<file path="src/rtl/time_frame_tx_seq.sv">
// time_frame_tx_seq
//   Streams one watch-time frame "HH:MM:SS\r\n" (10 bytes) into a UART TX FIFO
//   write port. A frame starts on i_start when i_en is high. Pushes are
//   throttled by i_full, so no byte is ever lost. The six digits are
//   snapshotted when the frame starts, so each frame is self-consistent.
//
// Ports
//   clk        system clock
//   rst        synchronous reset, active-low
//   i_start    one-cycle frame request (normally tick_1s)
//   i_en       enable; gates only the acceptance of new starts
//   i_hour_10 .. i_sec_1   BCD digits (4 bits each)
//   i_full     TX FIFO full
//   o_we       FIFO push strobe (= in SEND and not full)
//   o_wdata    byte being pushed, zero-extended; 0 outside SEND
//   o_busy     frame in progress (SEND or DONE)
//   o_done     one-cycle pulse after the 10th byte is pushed
//   o_drop     one-cycle pulse when a start arrives while busy
//   o_state    debug view of the FSM state (0 IDLE, 1 SEND, 2 DONE)
//
// Handshake: a byte is transferred on every clock edge where o_we is 1.
// o_we is never asserted while i_full is 1. While stalled, o_wdata holds
// the pending byte and the index does not move.
module time_frame_tx_seq #(
  parameter int         DATA_WIDTH = 8,
  parameter logic [7:0] SEP_CHAR   = 8'h3A,
  parameter logic [7:0] ERR_CHAR   = 8'h3F
) (
  input  logic                  clk,
  input  logic                  rst,
  input  logic                  i_start,
  input  logic                  i_en,
  input  logic [3:0]            i_hour_10,
  input  logic [3:0]            i_hour_1,
  input  logic [3:0]            i_min_10,
  input  logic [3:0]            i_min_1,
  input  logic [3:0]            i_sec_10,
  input  logic [3:0]            i_sec_1,
  input  logic                  i_full,
  output logic                  o_we,
  output logic [DATA_WIDTH-1:0] o_wdata,
  output logic                  o_busy,
  output logic                  o_done,
  output logic                  o_drop,
  output logic [1:0]            o_state
);

  typedef enum logic [1:0] {
    IDLE = 2'd0,
    SEND = 2'd1,
    DONE = 2'd2
  } state_e;

  state_e     state_q, state_d;
  logic [3:0] idx_q, idx_d;
  logic [3:0] h10_q, h10_d, h1_q, h1_d;
  logic [3:0] m10_q, m10_d, m1_q, m1_d;
  logic [3:0] s10_q, s10_d, s1_q, s1_d;
  logic [7:0] byte_sel;
  logic       push;

  // Out-of-range BCD shows up as ERR_CHAR rather than a misleading glyph.
  function automatic logic [7:0] digit_char(input logic [3:0] d);
    if (d > 4'd9) return ERR_CHAR;
    return 8'h30 + {4'h0, d};
  endfunction

  always_comb begin
    byte_sel = 8'h00;
    case (idx_q)
      4'd0:    byte_sel = digit_char(h10_q);
      4'd1:    byte_sel = digit_char(h1_q);
      4'd2:    byte_sel = SEP_CHAR;
      4'd3:    byte_sel = digit_char(m10_q);
      4'd4:    byte_sel = digit_char(m1_q);
      4'd5:    byte_sel = SEP_CHAR;
      4'd6:    byte_sel = digit_char(s10_q);
      4'd7:    byte_sel = digit_char(s1_q);
      4'd8:    byte_sel = 8'h0D;
      4'd9:    byte_sel = 8'h0A;
      default: byte_sel = 8'h00;
    endcase
  end

  assign push    = (state_q == SEND) && !i_full;
  assign o_we    = push;
  assign o_wdata = (state_q == SEND) ? DATA_WIDTH'(byte_sel) : '0;
  assign o_busy  = (state_q != IDLE);
  assign o_done  = (state_q == DONE);
  // Starts are not queued: one arriving mid-frame is reported and discarded.
  assign o_drop  = i_start && o_busy;
  assign o_state = state_q;

  always_comb begin
    state_d = state_q;
    idx_d   = idx_q;
    h10_d   = h10_q;
    h1_d    = h1_q;
    m10_d   = m10_q;
    m1_d    = m1_q;
    s10_d   = s10_q;
    s1_d    = s1_q;
    case (state_q)
      IDLE: begin
        if (i_start && i_en) begin
          h10_d   = i_hour_10;
          h1_d    = i_hour_1;
          m10_d   = i_min_10;
          m1_d    = i_min_1;
          s10_d   = i_sec_10;
          s1_d    = i_sec_1;
          idx_d   = 4'd0;
          state_d = SEND;
        end
      end
      SEND: begin
        if (push) begin
          if (idx_q == 4'd9) begin
            idx_d   = 4'd0;
            state_d = DONE;
          end else begin
            idx_d = idx_q + 4'd1;
          end
        end
      end
      DONE:    state_d = IDLE;
      default: state_d = IDLE;
    endcase
  end

  always_ff @(posedge clk) begin
    if (!rst) begin
      state_q <= IDLE;
      idx_q   <= 4'd0;
      h10_q   <= 4'd0;
      h1_q    <= 4'd0;
      m10_q   <= 4'd0;
      m1_q    <= 4'd0;
      s10_q   <= 4'd0;
      s1_q    <= 4'd0;
    end else begin
      state_q <= state_d;
      idx_q   <= idx_d;
      h10_q   <= h10_d;
      h1_q    <= h1_d;
      m10_q   <= m10_d;
      m1_q    <= m1_d;
      s10_q   <= s10_d;
      s1_q    <= s1_d;
    end
  end

endmodule

</file>
<file path="config.mk">
export PLATFORM = sky130hd
export DESIGN_NAME = time_frame_tx_seq
export DESIGN_NICKNAME = d
export VERILOG_FILES = /design/src/rtl/time_frame_tx_seq.sv
export SDC_FILE = /design/constraint.sdc
export NUM_CORES = 1
export LEC_CHECK = 0
export BUFFER_PORTS_ARGS = -buffer_cell sky130_fd_sc_hd__buf_2
export CAP_MARGIN = 10
export CORE_ASPECT_RATIO = 0.8
export CORE_MARGIN = 2
export CORE_UTILIZATION = 40
export CTS_CLUSTER_DIAMETER = 150
export DETAILED_ROUTE_END_ITERATION = 12
export GPL_TIMING_DRIVEN = 0
export PLACE_DENSITY_LB_ADDON = 0.12
export SYNTH_ARGS = -nofsm -noshare
export SYNTH_HDL_FRONTEND = slang
export SYNTH_SLANG_ARGS = --single-unit
</file>
<file path="constraint.sdc">
create_clock -name clk -period 1.85 [get_ports clk]
set_input_delay 0.37 -clock clk [delete_from_list [all_inputs] [get_ports clk]]
set_output_delay 0.37 -clock clk [all_outputs]
set_load 0.02 [all_outputs]
</file>
==> run metrics, run 1 <==
Setup TNS=-179 ps; GPL Wtd Cong=0.862; relative slew slack=63.4%; number of synthesized flops with an enable pin=0; Overall Global Routing Usage=20.2%; CTS Sinks=30; # rows=20; IO Port Bufs=40; R2R cell count=5; Critical Path Source Type=flip-flop; CTS tree=yes; failing checks=negative setup slack; register area share after synthesis=37.3%; R2R setup slack=480 ps; Slowest-stage cell, CP=dfxtp_2; CP delay by family, top=simple AND/OR/NAND/NOR gates; crit path cell chain=buf_6 -> nand2b_4 -> nand2_2 -> or3_1 -> a31oi_1 -> buf_4; Final min period=1950 ps; # hold bufs at CTS=0; Layout Skew=5.39 ps; unrepaired setup endpoints after global routing=true; Least-Margin Pin Slew=549 ps; Clock Root Buffer=clkbuf_8; worst reg2reg startpoint=o_state[1]; later-pin clock latency in the skew report=280 ps; FF-to-FF End=idx_q[1]; commonest non-fill, non-tap cell in the layout=nand2_1; Initial DRC Count=78; Avg WL per Cell=13.2 um; Hold Path End=m1_q[2]; crit path DAT=1580 ps; Max Cap Viol=0; Detailed Routing Iterations Pass 1=4; Fin. Hold Viols=0; DRC=0; Avg Cell Area, Syn=7.38 um2; period utilisation layout=105%; Syn-to-layout area delta=30.1%; antenna violations before repair=0; crit path buf inv count=2; io pins=43; CTS Buf Count=5; setup ws final=-99.1 ps; number of synthesis warnings=0; worst hold-check path type=primary input to flip-flop; CP peak stage delay=350 ps; Core Util, Final=54.7%; status=finished with violations; Ant. Diodes=0; leakage power=0.802 nW; die area=0.00455 mm2; layout cells sized above 1=33.1%; asr flop ratio synth=0%; most frequent cells in the layout=nand2_1 (55), buf_2 (39), a21oi_1 (34); Sequential Area=612 um2; Syn Inst Count=218; Detail Route Antenna Nets=0; CTS H-Tree Depth=2; fillcell total=392; Final nets=297; Post-Syn Area=0.00161 mm2; Die X=74.9 um; CTS max path bufs=2; crit-path max FO=5; Pwr per Cell Area=696 mW/mm2; global route overflow=0; Critical Path End Type=primary output; Setup violations, final=4; area of the multi-input gates=940 um2; final WL=4.26 mm; Die Y=60.7 um; stages on the worst setup path=6; largest net degree at the start of global routing=11; worst slack, placed=56.3 ps; vias in the first global route=1427; library cells used by synthesis=41; Seq cells post-synth=30; initial core utilization=42.0%; Via density=5.09; Core ar.=0.00383 mm2; peak supply drop=0.410 mV; Main synth FF type=dfxtp_1; first-pass GRT wire length=6.79 mm; hold path startpoint=i_min_1[2]; Via Count=1649; Final Power=1.46 mW; CP required=1480 ps; hpwl dp=3.06 mm; hold-critical path depth=3; Max Slew Vio Count=0; fmax=513 MHz; clock-pin slew on the worst setup and hold paths=70 ps; kind of critical path=flip-flop to primary output
[state kept, by name, summed over array words and instances (netlist names)]
register / cells
h10_q: 4
m10_q: 4
o_state: 2
s1_q: 4
idx_q: 4
m1_q: 4
s10_q: 4
h1_q: 4
[stage by stage]
| stage | instances | hold slack [ps] | cell area, um2 |
|---|---|---|---|
| after CTS | 324 | 320 | 2070 |
| after detailed placement | 314 | 441 | 1880 |
| after global routing | 324 | 316 | 2090 |
| final | 324 | 323 | 2090 |
| after global placement | 314 | 445 | 1880 |
| after floorplan | 219 | 431 | 1610 |
[final cells by class]
class                   count  share of cell area (%)
well taps                  55                    3.29
clock inverters             1                   0.239
repair buffers             43                    11.1
flip-flops and latches     30                    29.2
plain buffers              16                    6.04
multi-input cells         166                    44.9
clock buffers               7                    4.12
inverters                   6                    1.08
[cell usage after synthesis, types with 2 or more instances]
| cell type | number | area share, % |
|---|---|---|
| a21oi_2 | 2 | 1.1 |
| dfxtp_1 | 30 | 37 |
| a31oi_1 | 4 | 1.6 |
| o21ai_0 | 12 | 3.7 |
| o221ai_1 | 2 | 1.1 |
| buf_2 | 7 | 2.2 |
| clkbuf_1 | 3 | 0.70 |
| nor4_1 | 2 | 0.78 |
| nand2b_1 | 3 | 1.2 |
| inv_1 | 5 | 1.2 |
| nor3_1 | 3 | 0.93 |
| a21oi_1 | 35 | 11 |
| nor2_1 | 10 | 2.3 |
| nand2_1 | 57 | 13 |
| and2b_1 | 2 | 0.93 |
| a211oi_1 | 7 | 3.3 |
| buf_4 | 6 | 2.8 |
| and2_1 | 2 | 0.78 |
| nand3b_1 | 4 | 1.9 |
[timing repair]
action / 4_1_cts / 5_1_grt
pin swaps: 6 / 4
gates cloned: 1 / 0
buffers inserted: 2 / 0
endpoints found under the setup margin: 5 / 5
resized for setup: 29 / 6
[worst register-to-register path: stages, from the launching register on]
cell,delay [ps]
dfxtp_1,360
nor4bb_1,280
buf_2,240
nor2_1,90
o21ai_0,170
a21oi_1,80
[cells by family (layout without fill, tap and decap cells)]
| logic type | Yosys count | after routing | synth area share (%) |
|---|---|---|---|
| flops | 30 | 30 | 37.3 |
| other cells | 1 | 2 | 0.233 |
| mux | 1 | 1 | 0.700 |
| simple gates | 92 | 92 | 26.6 |
| compound gates | 70 | 70 | 26.8 |
| buf+inv | 23 | 73 | 7.78 |
| xor+xnor | 1 | 1 | 0.544 |
[metal layers]
metal | share of wire [%] | up-vias | global-route usage, %
met1 | 52 | 743 | 29.1
li1 | - | 851 | -
met2 | 42 | 51 | 29.2
met3 | 5.3 | 4 | 5.81
met4 | 0.89 | 0 | 6.12
met5 | 0 | - | 0
[worst max-delay path by stage]
stage	start	end
after floorplan	idx_q[1]	o_wdata[1]
after global placement	idx_q[0]	o_wdata[3]
after detailed placement	idx_q[0]	o_wdata[3]
after CTS	idx_q[1]	o_wdata[1]
after global routing	idx_q[3]	o_wdata[1]
final	idx_q[1]	o_wdata[1]
[report_power, final]
group / internal (mW) / switching, mW
clock: 0.300 / 0.238
sequential: 0.673 / 0.0316
combinational: 0.0926 / 0.122
total: 1.07 / 0.391
Power figures use the tool's default switching activity.
==> run 2, diff against run 1 <==
--- a/config.mk
+++ b/config.mk
@@ -7,7 +7,6 @@
 export LEC_CHECK = 0
 export BUFFER_PORTS_ARGS = -buffer_cell sky130_fd_sc_hd__buf_2
 export CAP_MARGIN = 10
-export CORE_ASPECT_RATIO = 0.8
 export CORE_MARGIN = 2
 export CORE_UTILIZATION = 40
 export CTS_CLUSTER_DIAMETER = 150
==> run 2 against run 1 <==
Compared with the run above:
- the flow still finishes with violations (negative setup slack)
- combinational power barely moved
- power rose by 19%
- sequential power barely moved
- worst hold slack got worse by 11 ps
- flip-flop and latch count did not move
- global-route usage rose by 0.32 points
- cell area rose by 1.4%
- critical path type unchanged
==> run metrics, run 2 (synthesized netlist as in run 1, its figures left out) <==
status=finished with violations; met2 wire len=1.99 mm; fin cells=318; Critical Path End Type=primary output; Post-DP Area=0.00188 mm2; commonest non-fill, non-tap cell in the layout=nand2_1; most frequent cells in the layout=nand2_1 (56), buf_2 (40), a21oi_1 (34); Ant. Diodes=0; Final min period=1970 ps; crit path from=idx_q[0]; period utilisation layout=106%; post-route cell area=0.00212 mm2; io pins=43; Detail Route Antenna Nets=0; initial core utilization=40.8%; failing checks=negative setup slack; vias in the first global route=1421; R2R cell count=5; Least-Margin Pin Slew=528 ps; FF-to-FF End=idx_q[1]; Fin. Hold Viols=0; GPL Wtd Cong=0.868; DRC=0; area of the multi-input gates=932 um2; largest net degree at the start of global routing=11; Die X=67.4 um; layout cells sized above 1=32.8%; antenna violations before repair=0; first-pass GRT wire length=6.79 mm; Die Y=67.4 um; leakage power=0.817 nW; hpwl dp=3.06 mm; Max Cap Viol=0; # hold bufs at CTS=0; IO Port Bufs=40; WL met3=241 um; Pwr per Cell Area=820 mW/mm2; peak supply drop=0.480 mV; fillcell total=409; worst reg2reg startpoint=o_state[1]; Layout Skew=4.20 ps; crit-path max FO=5; kind of critical path=flip-flop to primary output; Initial DRC Count=91; final WL=4.26 mm; worst hold-check path type=primary input to flip-flop; CTS tree=yes; Setup violations, final=4; Sequential Area=612 um2; Detailed Routing Iterations Pass 1=4; fmax=508 MHz; DRT met1 WL=1.95 mm; global route overflow=0; CTS H-Tree Depth=2; unrepaired setup endpoints after global routing=true; setup ws final=-118 ps; R2R setup slack=450 ps; Core ar.=0.00394 mm2; Via density=5.18; Clock Root Buffer=clkbuf_8; # rows=23; CTS Sinks=30; Via Count=1648; CP Capture Point=o_wdata[1]; CTS Buf Count=5; relative slew slack=64.8%; Final nets=296; clock-pin slew on the worst setup and hold paths=60 ps; Placed Cells=309; CTS max path bufs=2; die area=0.00455 mm2; Critical Path Source Type=flip-flop; Core Util, Final=53.8%; Overall Global Routing Usage=20.5%; CP required=1480 ps; Avg WL per Cell=13.4 um; Max Slew Vio Count=0; highest routed layer=met4; Syn-to-layout area delta=31.9%; crit path DAT=1600 ps; later-pin clock latency in the skew report=280 ps
-- run 2: metrics by stage --
step	setup TNS [ps]	power (mW)	hold slack, ps	setup slack [ps]
final	-277	1.74	312	-118
after CTS	-277	1.76	310	-94.9
after global placement	0	0.921	443	35.8
after global routing	-557	1.82	312	-161
after detailed placement	0	0.923	447	70.2
after floorplan	0	0.845	431	131
-- run 2: worst max-delay path, stage by stage (launching register included) --
cell and delay [ps]:
dfxtp_4 370, nor2_2 200, nand2_1 70, or3_1 310, a31oi_1 190, buf_4 180
-- run 2: final cells by class --
type	count	share of cell area, %
Buffer	16	5.84
Clock buffer	6	3.89
Clock inverter	2	2.83
Inverter	6	1.06
Multi-Input combinational cell	166	43.9
Sequential cell	30	28.8
Tap cell	50	2.95
Timing Repair Buffer	42	10.7
-- run 2: worst min path at each step --
| stage | startpoint | cells after the start | slack, ps | to |
|---|---|---|---|---|
| after global placement | h10_q[0] | 2 | 440 | h10_q[0] |
| after CTS | i_hour_10[1] | 3 | 310 | h10_q[1] |
| after global routing | i_min_1[3] | 3 | 310 | m1_q[3] |
| after detailed placement | s10_q[0] | 2 | 450 | s10_q[0] |
| after floorplan | h10_q[0] | 2 | 430 | h10_q[0] |
| final | i_sec_1[3] | 3 | 310 | s1_q[3] |
-- run 2: timing repair --
item,CTS,global route
pin swaps,5,3
setup endpoints to repair,5,5
buffers inserted,1,0
gates cloned,1,0
resized for setup,27,7
-- run 2: power breakdown --
group | switching, mW | internal, mW | leakage, nW
Combinational | 0.122 | 0.0911 | 0.498
Sequential | 0.0313 | 0.673 | 0.248
Clock | 0.248 | 0.574 | 0.0714
-- run 2: layer usage --
layer  up-vias  track usage (%)
li1        852                -
met1       740             27.8
met2        47             30.9
met3         9             5.33
met4         0             8.42
met5         -                0
==> run 3, diff against run 2 <==
--- a/config.mk
+++ b/config.mk
@@ -6,13 +6,15 @@
 export NUM_CORES = 1
 export LEC_CHECK = 0
 export BUFFER_PORTS_ARGS = -buffer_cell sky130_fd_sc_hd__buf_2
-export CAP_MARGIN = 10
+export CAP_MARGIN = 20
 export CORE_MARGIN = 2
 export CORE_UTILIZATION = 40
 export CTS_CLUSTER_DIAMETER = 150
 export DETAILED_ROUTE_END_ITERATION = 12
 export GPL_TIMING_DRIVEN = 0
 export PLACE_DENSITY_LB_ADDON = 0.12
+export REMOVE_ABC_BUFFERS = 1
+export SETUP_SLACK_MARGIN = 0.15
 export SYNTH_ARGS = -nofsm -noshare
 export SYNTH_HDL_FRONTEND = slang
 export SYNTH_SLANG_ARGS = --single-unit
==> run 3 against run 2 <==
Compared with the run above:
- largest power group is now sequential cells
- power down 15%
- flip-flop and latch count did not move
- core utilization increased by 1.8 points
- the run still ends with negative setup slack left
- combinational power rose by 4%
- non-clock buffer count is 3 higher
- critical path depth stayed put
==> run metrics, run 3 (synthesized netlist as in run 1, its figures left out) <==
Die Y=67.4 um; status=finished with violations; R2R setup slack=400 ps; CTS max path bufs=2; CP required=1480 ps; global route overflow=0; later-pin clock latency in the skew report=290 ps; CP delay by family, top=simple AND/OR/NAND/NOR gates; Avg WL per Cell=12.9 um; # hold bufs at CTS=0; Hold Path End=h10_q[3]; Core ar.=0.00394 mm2; crit-path max FO=6; initial core utilization=40.8%; commonest non-fill, non-tap cell in the layout=nand2_1; unrepaired setup endpoints after global routing=true; die area=0.00455 mm2; hpwl dp=2.73 mm; CTS H-Tree Depth=2; kind of critical path=flip-flop to primary output; Layout Skew=5.06 ps; Max Cap Viol=0; most frequent cells in the layout=nand2_1 (57), buf_2 (36), a21oi_1 (34); Pwr per Cell Area=670 mW/mm2; Core Util, Final=55.7%; Overall Global Routing Usage=20.0%; Final min period=1960 ps; Critical Path Source Type=flip-flop; CP peak stage delay=400 ps; peak supply drop=0.377 mV; power share of the clock group=36.9%; crit path from=idx_q[1]; final WL=4.15 mm; fmax=510 MHz; crit path DAT=1590 ps; crit path cell chain=nand2b_4 -> nand2_1 -> or3_1 -> a31oi_1 -> buf_4; Via Count=1686; # rows=23; antenna violations before repair=0; net load switching power=0.398 mW; failing checks=negative setup slack; vias in the first global route=1424; Die X=67.4 um; Comb pwr share=15.1%; io pins=43; R2R cell count=6; Slowest-stage cell, CP=dfxtp_4; GPL Wtd Cong=0.772; CTS tree=yes; layout cells sized above 1=37.3%; Sw Ratio=27.1%; FF-to-FF End=o_state[0]; Setup violations, final=4; CTS Buf Count=5; Final nets=299; hold-critical path depth=3; Initial DRC Count=43; clock-pin slew on the worst setup and hold paths=60 ps; Ant. Diodes=0; Fin. Hold Viols=0; period utilisation layout=106%; Int Pwr=1.07 mW; post-route cell area=0.00219 mm2; largest net degree at the start of global routing=29; Critical Path End Type=primary output; Post-DP Area=0.00181 mm2; crit path buf inv count=1; DRC=0; Detail Route Antenna Nets=0; register share of total power=48.0%; setup ws final=-110 ps; worst reg2reg startpoint=idx_q[2]; leakage power=0.837 nW; Syn-to-layout area delta=36.4%; Via density=5.25; Detailed Routing Iterations Pass 1=4; IO Port Bufs=40; worst hold-check path type=primary input to flip-flop; Clock Root Buffer=clkbuf_8; hold path startpoint=i_hour_10[3]; Max Slew Vio Count=0; CTS Sinks=30; first-pass GRT wire length=6.69 mm
## run 3: cell types whose count changed in the layout (fill, tap and decap cells not counted), moves of 2 or more
cell and delta:
o21ai_0 -2, bufinv_16 -2, buf_2 -4, dfxtp_4 +2, dfxtp_2 +2, buf_6 +2
dfxtp_1 -4, buf_4 +6
## run 3: cell type report
| cell class | count | area, um2 |
|---|---|---|
| clock buffers | 7 | 86.3 |
| clock inverters | 1 | 5.00 |
| fillers | 385 | 1750 |
| inverters | 6 | 22.5 |
| multi-input cells | 166 | 991 |
| flip-flops and latches | 30 | 622 |
| well taps | 50 | 62.6 |
| repair buffers | 61 | 405 |
## run 3: power groups by stage
stage                     registers [mW]  clock network [mW]  logic (mW)
after floorplan                    0.715                   0       0.112
after global placement             0.723                   0       0.177
after detailed placement           0.724                   0       0.187
after CTS                          0.703               0.555       0.218
after global routing               0.711               0.589       0.248
final                              0.706               0.542       0.222
## run 3: metal layers
metal	track usage, %	vias up	wire, um
met1	26.5	772	1930
met3	5.67	7	221
met5	0	-	0
met2	30.7	45	1920
li1	-	862	-
met4	7.65	0	81
## run 3: worst min-delay path, cell delays in order
cell and delay [ps]:
buf_2 90, nand2_1 40, a21oi_1 50
## run 3: worst max path at each step
stage	to	slack (ps)	cells after the start
global placement	idx_q[1]	-2240	5
finish	o_wdata[1]	-110	5
detailed placement	o_wdata[1]	-220	5
global route	o_wdata[2]	-240	6
floorplan	idx_q[1]	-1090	4
CTS	o_wdata[1]	-100	5
## run 3: per-stage QoR
step / cells / TNS (ps) / hold slack, ps / power, mW / setup WS [ps]
floorplan: 202 / -21940 / 431 / 0.827 / -1090
global placement: 292 / -51680 / 445 / 0.900 / -2240
detailed placement: 294 / -682 / 450 / 0.911 / -222
CTS: 320 / -291 / 314 / 1.48 / -103
global route: 321 / -649 / 308 / 1.55 / -242
finish: 321 / -288 / 311 / 1.47 / -110
## run 3: timing repair
action / in CTS / in global routing
setup endpoints to repair: 24 / 9
pin swaps: 11 / 6
setup buffers: 18 / 1
resized for setup: 37 / 12
hold endpoints to repair: 0 / 0
